### src/rtl/fpu_pkg.sv
// Shared FPU definitions: IEEE-754 single field widths, special encodings,
// sequencer states and flag bit positions.
package fpu_pkg;
    localparam int EXP_W = 8;
    localparam int MAN_W = 23;
    localparam int BIAS  = 127;

    // First biased exponent that no longer encodes a finite value.
    localparam logic signed [9:0] EXP_SAT = 10'(2 * BIAS + 1);

    localparam logic [31:0] QNAN    = 32'h7FC00000;
    localparam logic [31:0] POS_INF = 32'h7F800000;

    localparam int FLG_INV = 3;
    localparam int FLG_OVF = 2;
    localparam int FLG_UNF = 1;
    localparam int FLG_INX = 0;

    typedef enum logic [2:0] {
        S_IDLE,
        S_ALIGN,
        S_ADD,
        S_NORM,
        S_ROUND,
        S_DONE
    } state_t;
endpackage

### src/rtl/fpu_lzc28.sv
// Combinational leading-zero counter over a 28-bit field.
module fpu_lzc28 (
    input  logic [27:0] i_data,
    output logic [4:0]  o_cnt,
    output logic        o_zero
);
    always_comb begin
        o_cnt  = 5'd28;
        o_zero = ~|i_data;
        // Ascending scan: the highest set bit is the last one to write the count.
        for (int i = 0; i < 28; i++) begin
            if (i_data[i]) o_cnt = 5'(27 - i);
        end
    end
endmodule

### src/rtl/fpu_add_seq.sv
// Multi-cycle single-precision add/sub: capture, align, add, normalise, round,
// then hold the result until the consumer accepts it.
module fpu_add_seq
    import fpu_pkg::*;
#(
    parameter bit ROUND_NEAREST = 1'b1
) (
    input  logic        clk,
    input  logic        reset_n,
    input  logic        in_valid,
    output logic        in_ready,
    input  logic        op_sub,
    input  logic [31:0] a,
    input  logic [31:0] b,
    output logic        out_valid,
    input  logic        out_ready,
    output logic [31:0] result,
    output logic [3:0]  flags
);
    state_t r_state, w_next;

    logic              r_sa, r_sb, r_sign, r_sub, r_zero;
    logic [EXP_W-1:0]  r_ea, r_eb;
    logic [MAN_W:0]    r_ma, r_mb;
    logic              r_special, r_spec_inv;
    logic [31:0]       r_spec_res;
    logic signed [9:0] r_exp;
    logic [26:0]       r_big, r_sml, r_man;
    logic [27:0]       r_sum;
    logic [31:0]       r_result;
    logic [3:0]        r_flags;

    logic [EXP_W-1:0] w_ea, w_eb, w_big_e, w_sml_e, w_diff;
    logic [MAN_W-1:0] w_fa, w_fb;
    logic [MAN_W:0]   w_big_m, w_sml_m;
    logic             w_sb, w_a_zero, w_b_zero, w_a_nan, w_b_nan, w_a_inf, w_b_inf;
    logic             w_special, w_spec_inv, w_a_ge, w_sticky, w_allz;
    logic [31:0]      w_spec_res;
    logic [26:0]      w_sml_ext, w_shr, w_sml_al;
    logic [4:0]       w_lzc, w_shl_n;

    function automatic logic [35:0] round_pack(input logic sign, input logic signed [9:0] exp_in,
                                               input logic [26:0] man);
        logic              inc;
        logic [24:0]       mr;
        logic [22:0]       frac;
        logic signed [9:0] e;
        logic [3:0]        f;
        f   = '0;
        inc = ROUND_NEAREST ? (man[2] & (man[1] | man[0] | man[3])) : 1'b0;
        mr  = {1'b0, man[26:3]} + {24'd0, inc};
        e   = exp_in;
        if (mr[24]) begin
            e    = e + 10'sd1;
            frac = mr[23:1];
        end else begin
            frac = mr[22:0];
        end
        f[FLG_INX] = |man[2:0];
        if (e >= EXP_SAT) begin
            f[FLG_OVF] = 1'b1;
            f[FLG_INX] = 1'b1;
            return {f, sign, POS_INF[30:0]};
        end
        if (e <= 10'sd0) begin
            f[FLG_UNF] = 1'b1;
            f[FLG_INX] = 1'b1;
            return {f, sign, 31'd0};
        end
        return {f, sign, e[7:0], frac};
    endfunction

    assign w_ea     = a[30:23];
    assign w_fa     = a[22:0];
    assign w_eb     = b[30:23];
    assign w_fb     = b[22:0];
    assign w_sb     = b[31] ^ op_sub;
    assign w_a_zero = ~|w_ea;
    assign w_b_zero = ~|w_eb;
    assign w_a_nan  = (&w_ea) & (|w_fa);
    assign w_b_nan  = (&w_eb) & (|w_fb);
    assign w_a_inf  = (&w_ea) & ~(|w_fa);
    assign w_b_inf  = (&w_eb) & ~(|w_fb);

    always_comb begin
        w_special  = 1'b1;
        w_spec_inv = 1'b1;
        w_spec_res = QNAN;
        if (!(w_a_nan || w_b_nan || (w_a_inf && w_b_inf && (a[31] != w_sb)))) begin
            w_spec_inv = 1'b0;
            if (w_a_inf)                   w_spec_res = {a[31], POS_INF[30:0]};
            else if (w_b_inf)              w_spec_res = {w_sb, POS_INF[30:0]};
            else if (w_a_zero && w_b_zero) w_spec_res = {a[31] & w_sb, 31'd0};
            else                           w_special  = 1'b0;
        end
    end

    assign w_a_ge    = {r_ea, r_ma} >= {r_eb, r_mb};
    assign w_big_e   = w_a_ge ? r_ea : r_eb;
    assign w_big_m   = w_a_ge ? r_ma : r_mb;
    assign w_sml_e   = w_a_ge ? r_eb : r_ea;
    assign w_sml_m   = w_a_ge ? r_mb : r_ma;
    assign w_diff    = w_big_e - w_sml_e;
    assign w_sml_ext = {w_sml_m, 3'b000};

    always_comb begin
        w_shr    = w_sml_ext >> w_diff;
        w_sticky = |(w_sml_ext & ((27'd1 << w_diff) - 27'd1));
        if (w_diff >= 8'd27) w_sml_al = {26'd0, |w_sml_m};
        else                 w_sml_al = {w_shr[26:1], w_shr[0] | w_sticky};
    end

    fpu_lzc28 u_lzc (
        .i_data (r_sum),
        .o_cnt  (w_lzc),
        .o_zero (w_allz)
    );
    // The leading one must land at bit 26, one below the carry position.
    assign w_shl_n = w_lzc - 5'd1;

    always_comb begin
        w_next    = r_state;
        in_ready  = 1'b0;
        out_valid = 1'b0;
        case (r_state)
            S_IDLE: begin
                in_ready = 1'b1;
                if (in_valid) w_next = S_ALIGN;
            end
            S_ALIGN: w_next = S_ADD;
            S_ADD:   w_next = S_NORM;
            S_NORM:  w_next = S_ROUND;
            S_ROUND: w_next = S_DONE;
            S_DONE: begin
                out_valid = 1'b1;
                if (out_ready) w_next = S_IDLE;
            end
            default: w_next = S_IDLE;
        endcase
    end

    always_ff @(posedge clk or negedge reset_n) begin
        if (!reset_n) begin
            r_state  <= S_IDLE;
            r_result <= '0;
            r_flags  <= '0;
        end else begin
            r_state <= w_next;
            if (r_state == S_ROUND) begin
                if (r_special) begin
                    r_result <= r_spec_res;
                    r_flags  <= {3'b000, r_spec_inv} << FLG_INV;
                end else if (r_zero) begin
                    r_result <= '0;
                    r_flags  <= '0;
                end else begin
                    {r_flags, r_result} <= round_pack(r_sign, r_exp, r_man);
                end
            end
        end
    end

    // Datapath registers carry no reset; they are always rewritten before use.
    always_ff @(posedge clk) begin
        case (r_state)
            S_IDLE: if (in_valid) begin
                r_sa       <= a[31];
                r_sb       <= w_sb;
                r_ea       <= w_a_zero ? '0 : w_ea;
                r_ma       <= w_a_zero ? '0 : {1'b1, w_fa};
                r_eb       <= w_b_zero ? '0 : w_eb;
                r_mb       <= w_b_zero ? '0 : {1'b1, w_fb};
                r_special  <= w_special;
                r_spec_inv <= w_spec_inv;
                r_spec_res <= w_spec_res;
            end
            S_ALIGN: begin
                r_sign <= w_a_ge ? r_sa : r_sb;
                r_sub  <= r_sa ^ r_sb;
                r_exp  <= $signed({2'b00, w_big_e});
                r_big  <= {w_big_m, 3'b000};
                r_sml  <= w_sml_al;
            end
            S_ADD: r_sum <= r_sub ? ({1'b0, r_big} - {1'b0, r_sml}) : ({1'b0, r_big} + {1'b0, r_sml});
            S_NORM: begin
                r_zero <= w_allz;
                if (r_sum[27]) begin
                    r_man <= {r_sum[27:2], r_sum[1] | r_sum[0]};
                    r_exp <= r_exp + 10'sd1;
                end else begin
                    r_man <= 27'(r_sum << w_shl_n);
                    r_exp <= r_exp - $signed({5'd0, w_shl_n});
                end
            end
            default: ;
        endcase
    end

    assign result = r_result;
    assign flags  = r_flags;
endmodule
### config.mk
export PLATFORM = sky130hd
export DESIGN_NAME = fpu_add_seq
export DESIGN_NICKNAME = d
export VERILOG_FILES = /design/src/rtl/fpu_pkg.sv /design/src/rtl/fpu_lzc28.sv /design/src/rtl/fpu_add_seq.sv
export SDC_FILE = /design/constraint.sdc
export NUM_CORES = 1
export LEC_CHECK = 0
export CAP_MARGIN = 20
export CELL_PAD_IN_SITES_DETAIL_PLACEMENT = 1
export CELL_PAD_IN_SITES_GLOBAL_PLACEMENT = 1
export CORE_AREA = 5 5 194 234
export CTS_BUF_LIST = sky130_fd_sc_hd__clkbuf_8
export DETAILED_ROUTE_END_ITERATION = 8
export DIE_AREA = 0 0 199 239
export PLACE_DENSITY_LB_ADDON = 0.1
export RECOVER_POWER = 100
export SLEW_MARGIN = 15
export SYNTH_ARGS = -nofsm -noshare
export SYNTH_HDL_FRONTEND = slang
export SYNTH_SLANG_ARGS = --single-unit
### constraint.sdc
create_clock -name clk -period 6.8 [get_ports clk]
set_input_delay 1.02 -clock clk [delete_from_list [all_inputs] [get_ports clk]]
set_output_delay 1.02 -clock clk [all_outputs]
set_load 0.05 [all_outputs]
Word level (Yosys, flattened, before mapping)
Index checks and enable logic that the tools add are counted.
{"block": "totals", "ff_bits": 258, "wordCells": 160, "output_inout_bits": 38, "in_bits": 69}
{"block": "op_classes", "eq_ne": 8, "muxes": 74, "n_addsub": 8, "bitwise": 15, "order_cmp": 4, "n_shift": 3, "n_reduce_logical": 23}
{"cell": "32-bit 2-to-1 mux", "n": 5}
{"cell": "36-bit 2-to-1 mux", "n": 4}
{"cell": "24-bit 2-to-1 mux", "n": 4}
{"cell": "5-bit 2-to-1 mux", "n": 16}
{"cell": "10-bit 2-to-1 mux", "n": 5}
{"cell": "23-bit OR reduction", "n": 2}
{"cell": "4-bit 2-to-1 mux", "n": 10}
{"cell": "32-bit greater-or-equal comparator", "n": 1}
{"cell": "27-bit by 27-bit adder with 28-bit output", "n": 1}
{"cell": "28-bit 2-to-1 mux", "n": 1}
{"cell": "28-bit OR reduction", "n": 1}
{"cell": "28-bit by 5-bit left shift with 27-bit output", "n": 1}
{"cell": "27-bit by 27-bit subtractor with 28-bit output", "n": 1}
{"cell": "27-bit bitwise AND", "n": 1}
{"cell": "27-bit OR reduction", "n": 1}
{"cell": "1-bit by 8-bit left shift with 27-bit output (first input constant)", "n": 1}
{"cell": "27-bit by 8-bit >> shifter with 27-bit output", "n": 1}
{"cell": "27-bit by 1-bit subtractor with 27-bit output (second input constant)", "n": 1}
{"cell": "26-bit 2-to-1 mux", "n": 1}
{"cell": "24-bit by 1-bit adder with 25-bit output", "n": 1}
{"cell": "24-bit OR reduction", "n": 1}
{"cell": "23-bit 2-to-1 mux", "n": 1}
{"cell": "10-bit case mux with 2 select lines", "n": 1}
{"cell": "3-bit 2-to-1 mux", "n": 6}
{"cell": "29 further kinds", "n": 67}

Depth between registers and ports, before layout
{"block": "logic_depth", "depth_word": 32, "depth_mapped": 26, "depth_no_buf": 20}

Modules after synthesis
Synthesis repeated with hierarchy kept, for this count alone.
{"block": "unflattened", "hier_cells": 1901, "hier_area_um2": 17367.9}
{"module": "fpu_add_seq", "cells_per_inst": 1841, "area_each_um2": 17036.3, "instances": 1, "seq_area_each_um2": 6681.4}
{"module": "fpu_lzc28", "cells_per_inst": 60, "area_each_um2": 331.6, "instances": 1, "seq_area_each_um2": 0.0}

Least setup slack after synthesis
Ideal clock, no wire load.
{"block": "synth_timing", "path_kind": "register to register", "start": "register r_sum[24]", "end": "register r_exp[9], data pin", "setup_ps": 266, "n_path_buf": 5, "synth_period_minus_slack_ps": 5733, "stages_incl_launch_ff": 23, "arrival_ps": 5467, "required_time_ps": 6534, "path_slack_ps": 1067, "cell_sequence": "edfxtp_1 nor2b_1 o21ai_0 nand2_1 a2111oi_0 a21oi_1 inv_1 buf_2 buf_1 ha_1 xor2_1 clkbuf_1 clkbuf_1 clkbuf_1 ha_1 a21o_1 a21oi_1 o21bai_1 or3_1 or4_1 o21ai_0 xnor2_1 nor2_1"}
{"block": "synth_via", "elab_chain_cells": 8}
{"element": "start, declared", "line_no": "fpu_add_seq.sv:29", "source": "logic [27:0] r_sum;"}
{"element": "start signal, assigned", "line_no": "fpu_add_seq.sv:184", "source": "S_ADD: r_sum <= r_sub ? ({1'b0, r_big} - {1'b0, r_sml}) : ({1'b0, r_big} + {1'b0, r_sml});"}
{"element": "5-bit 2-to-1 mux (4 in a row)", "line_no": "fpu_lzc28.sv:12", "source": "if (i_data[i]) o_cnt = 5'(27 - i);"}
{"element": "5-bit by 1-bit subtractor with 5-bit output", "line_no": "fpu_add_seq.sv:119", "source": "assign w_shl_n = w_lzc - 5'd1;"}
{"element": "10-bit by 6-bit subtractor with 10-bit output", "line_no": "fpu_add_seq.sv:192", "source": "r_exp <= r_exp - $signed({5'd0, w_shl_n});"}
{"element": "10-bit 2-to-1 mux", "line_no": "fpu_add_seq.sv:187", "source": "if (r_sum[27]) begin"}
{"element": "10-bit case mux with 2 select lines", "line_no": "fpu_add_seq.sv:165", "source": "case (r_state)"}
{"element": "end signal, assigned", "line_no": "fpu_add_seq.sv:180", "source": "r_exp <= $signed({2'b00, w_big_e});"}
{"element": "end signal, assigned", "line_no": "fpu_add_seq.sv:189", "source": "r_exp <= r_exp + 10'sd1;"}
{"element": "end signal, assigned", "line_no": "fpu_add_seq.sv:192"}
{"element": "end, declared", "line_no": "fpu_add_seq.sv:27", "source": "logic signed [9:0] r_exp;"}
Every way passes these cells.
A chain may end at the register's enable or synchronous reset.

Final worst setup path
{"block": "layout_timing", "start": "register r_ea[5]", "end": "register r_sml[0], data pin"}
{"block": "layout_via", "elab_chain_cells": 9, "elab_cells_between_ends": 14, "classes_between": "2 x add/sub; 2 x order compare; 2 x shift; 4 x mux; 2 x bitwise; 2 x reduce/logical"}
{"element": "start, declared", "line_no": "fpu_add_seq.sv:23", "source": "logic [EXP_W-1:0] r_ea, r_eb;"}
{"element": "start signal, assigned", "line_no": "fpu_add_seq.sv:169", "source": "r_ea <= w_a_zero ? '0 : w_ea;"}
{"element": "32-bit greater-or-equal comparator", "line_no": "fpu_add_seq.sv:98", "source": "assign w_a_ge = {r_ea, r_ma} >= {r_eb, r_mb};"}
{"element": "8-bit 2-to-1 mux (on tied branches)", "line_no": "fpu_add_seq.sv:99, fpu_add_seq.sv:101"}
{"element": "8-bit subtractor", "line_no": "fpu_add_seq.sv:103", "source": "assign w_diff = w_big_e - w_sml_e;"}
{"element": "1-bit by 8-bit left shift with 27-bit output", "line_no": "fpu_add_seq.sv:108", "source": "w_sticky = |(w_sml_ext & ((27'd1 << w_diff) - 27'd1));"}
{"element": "27-bit by 1-bit subtractor with 27-bit output", "line_no": "fpu_add_seq.sv:108"}
{"element": "27-bit bitwise AND", "line_no": "fpu_add_seq.sv:108"}
{"element": "27-bit OR reduction", "line_no": "fpu_add_seq.sv:108"}
{"element": "1-bit bitwise OR", "line_no": "fpu_add_seq.sv:110", "source": "else w_sml_al = {w_shr[26:1], w_shr[0] | w_sticky};"}
{"element": "1-bit 2-to-1 mux (*)", "line_no": "fpu_add_seq.sv:109", "source": "if (w_diff >= 8'd27) w_sml_al = {26'd0, |w_sml_m};"}
{"element": "via w_sml_al[0]", "line_no": "fpu_add_seq.sv:39", "source": "logic [26:0] w_sml_ext, w_shr, w_sml_al;"}
{"element": "end signal, assigned", "line_no": "fpu_add_seq.sv:182", "source": "r_sml <= w_sml_al;"}
{"element": "end, declared", "line_no": "fpu_add_seq.sv:28", "source": "logic [26:0] r_big, r_sml, r_man;"}
The timed path passes the listed nets; every way through them passes the cells marked *.

==> impl_results.md <==
* Tot GR Track Use at 22.49%
* GR Overflow Total at 0
* Worst clock skew at 0.04033 ns
* Vias/cell at 5.675
* # port buffers at 106
* Post-CTS setup buffers at 0
* Final period util at 88.23%
* Period minus WS final at 6.000 ns
* Hold Fails Final Rpt at 0
* DRC viols at 0
* EDFF count, synth at 190
* Ranking of synthesized cells by area: edfxtp_1 34%, mux2i_1 7.7%, ha_1 6.7%
* Crit-path max cell delay at 1.22 ns
* Vias in the first global route at 15.19k
* Max Fclk at 0.1667 GHz
* 1st-pass router iterations at 5
* Post-DP HPWL at 43.30 mm
* MaxCap Viol Count at 9
* Top_reg_cell synth: edfxtp_1
* First-pass GRT wire length at 84.46 mm
* CTS H-Tree Depth at 2
* HP Class: reg2reg
* CP max FO at 37
* Clk sinks at 229
* Fraction of layout cells with a size suffix above 1 at 5.843%
* Buffers plus inverters on the worst setup path at 1
* Pre-CTS setup slack at 1.235 ns
* FF-to-FF setup slack at 0.80 ns
* Core Region at 43090 um2
* Least-Margin Pin Slew at 3.799 ns
* Total Power at 11.04 mW
* Hold path depth at 1
* Crit path max-delay cell type: clkbuf_1
* DP Area at 18490 um2
* Startpoint types: flop
* Max Root-Sink Buffers at 3
* Die width at 199 um
* Synth Register Bits at 229
* WL final at 53.93 mm
* Final setup vio count at 0
* Failing checks: max-capacitance violations, max-slew violations
* Clk pin slew, worst setup/hold paths at 0.06 ns
* Yosys top cell area share at 33.72%
* Max VDD drop at 337.6 uV
* Area leader, netlist: edfxtp_1
* Hold buffer count at CTS at 0
* Syn_nets at 2013
* Largest net degree at the start of global routing at 72
* CP endpoint: r_sml[0]$_DFFE_PP_
* Commonest cells after routing, fill and taps aside: 202 x nand2_1, 190 x edfxtp_1, 150 x nor2_1
* Synth warn at 0
* Post-synthesis async set-or-reset flop share at 17.03%
* Leakage power at 7.752 nW
* Worst-Skew Late Latency at 0.60 ns
* Reg2reg start: r_ea[5]$_SDFFCE_PN0P_
* P&R area growth vs syn at 14.26%
* Largest delay share family, worst path: simple AND/OR/NAND/NOR gates
* RSZ-0062 raised after global routing: false
* Kind of critical path: reg2reg
* Routed via count at 14.25k
* Number of nets with antenna violations after routing at 0
* Root Driver: clkbuf_8
* RD Place Congestion at 0.9149
* DR WL/cell at 21.48 um
* Resized cells post-CTS at 0
* WP data required at 7.11 ns
* Num rows at 84
* Final #Nets at 2083
* Die Y-Extent at 239 um
* Crit path launch: r_ea[5]$_SDFFCE_PN0P_
* Mapped Cells at 1851
* Status: complete, but fails checks
* Detailed router's first-iteration violation count at 568
* Final WS setup at 0.8003 ns
* RR Endpoint: r_sml[0]$_DFFE_PP_
* Crit path cell chain: ha_1, nand4_2, nor2_1, nand3_1, a311o_1, nand3_2, clkbuf_1, mux2i_1, o211ai_1, o2bb2ai_1, a22oi_1, o221ai_1, or4_1, nor4_1, a31oi_1
* Cts bufs inserted at 41
* IO Count at 107
* TritonCTS clock tree: yes
* Critical path depth at 15
* Crit end category: flop
* Antenna violations before repair at 1
* Mean area per synthesized cell at 9.142 um2
* Most common cell after layout, fill and taps aside: nand2_1
* CP arrival at 6.31 ns
* Distinct cells, synth at 88
* Initial Util at 39.27%
* Die area at 47560 um2
* Reg2Reg Depth at 15
* Final core utilization at 44.87%
* Setup TNS at 0 ns
* Pwr Density at 571.1 nW/um2
* Slew Limit Fails at 406
* Seq/Total Area, Yosys at 39.48%
* Final Cell Area at 19340 um2
* Cell Area, Synth at 16920 um2
* Max transition margin at -153.3%
worst min path at each step:
stage                          from              endpoint  slack, ns
2_1_floorplan  r_spec_inv$_DFFE_PP_  flags[3]$_DFFE_PN0P_       0.45
3_3_place_gp   flags[3]$_DFFE_PN0P_  flags[3]$_DFFE_PN0P_       0.45
3_5_place_dp   flags[2]$_DFFE_PN0P_  flags[2]$_DFFE_PN0P_       0.47
4_1_cts        flags[2]$_DFFE_PN0P_  flags[2]$_DFFE_PN0P_       0.48
5_1_grt        flags[2]$_DFFE_PN0P_  flags[2]$_DFFE_PN0P_       0.51
6_report       flags[2]$_DFFE_PN0P_  flags[2]$_DFFE_PN0P_       0.47
metal layers:
layer | track usage (%) | wire, um | vias to the layer above
met5 | 0 | 0 | -
met4 | 9.038 | 2332 | 0
met3 | 2.749 | 1514 | 116
met2 | 42.58 | 28810 | 273
met1 | 25.35 | 21270 | 6956
li1 | - | - | 6905
synthesized netlist by cell type, drive strengths merged (19+ instances only):
cell type / count
nand2: 202
nor2: 150
nor2b: 22
nor3: 48
buf: 34
nor4: 24
o22ai: 19
inv: 106
a31oi: 31
ha: 91
and2: 66
a211oi: 26
mux2i: 131
nand2b: 20
o21ai: 122
dfrtp: 39
o211ai: 20
xnor2: 38
nand4: 21
a21oi: 99
nand3: 45
clkbuf: 74
xor2: 35
edfxtp: 190
through the flow:
step           instances  hold slack [ns]
2_1_floorplan       1851           0.4529
3_3_place_gp        2436           0.4506
3_5_place_dp        2436           0.4658
4_1_cts             2509           0.4800
5_1_grt             2511           0.5107
6_report            2511           0.4695
logic make-up after synthesis:
kind of cell / Yosys count / synth area share [%]
AO/OA/AOI/OAI: 458 / 17.60
XOR/XNOR: 73 / 3.934
adder cells (fa/ha/maj): 93 / 6.965
buffers and inverters: 214 / 5.013
flip-flops: 229 / 39.48
multiplexers: 140 / 8.614
AND/OR/NAND/NOR: 644 / 18.39
area by class of cell:
| type | instances | area (um2) |
|---|---|---|
| Antenna cell | 1 | 2.502 |
| Clock buffer | 46 | 633.1 |
| Clock inverter | 27 | 282.8 |
| Fill cell | 4993 | 23760 |
| Inverter | 106 | 397.9 |
| Multi-Input combinational cell | 1408 | 9414 |
| Sequential cell | 229 | 6681 |
| Tap cell | 559 | 699.4 |
| Timing Repair Buffer | 135 | 1225 |
state kept, by name, indices dropped and copies added (netlist names), 3 cells and up:
signal	flops
r_eb	8
flags	4
result	32
r_sml	27
r_ea	8
r_mb	24
r_sum	28
r_ma	24
r_big	24
r_exp	10
r_state	3
r_man	27
r_spec_res	3
power by group:
part / internal, mW / switching, mW
clock: 0.854 / 0.606
sequential: 2.29 / 0.512
combinational: 2.43 / 4.35
total: 5.58 / 5.47
No activity file was read; power rests on OpenSTA's default activity.
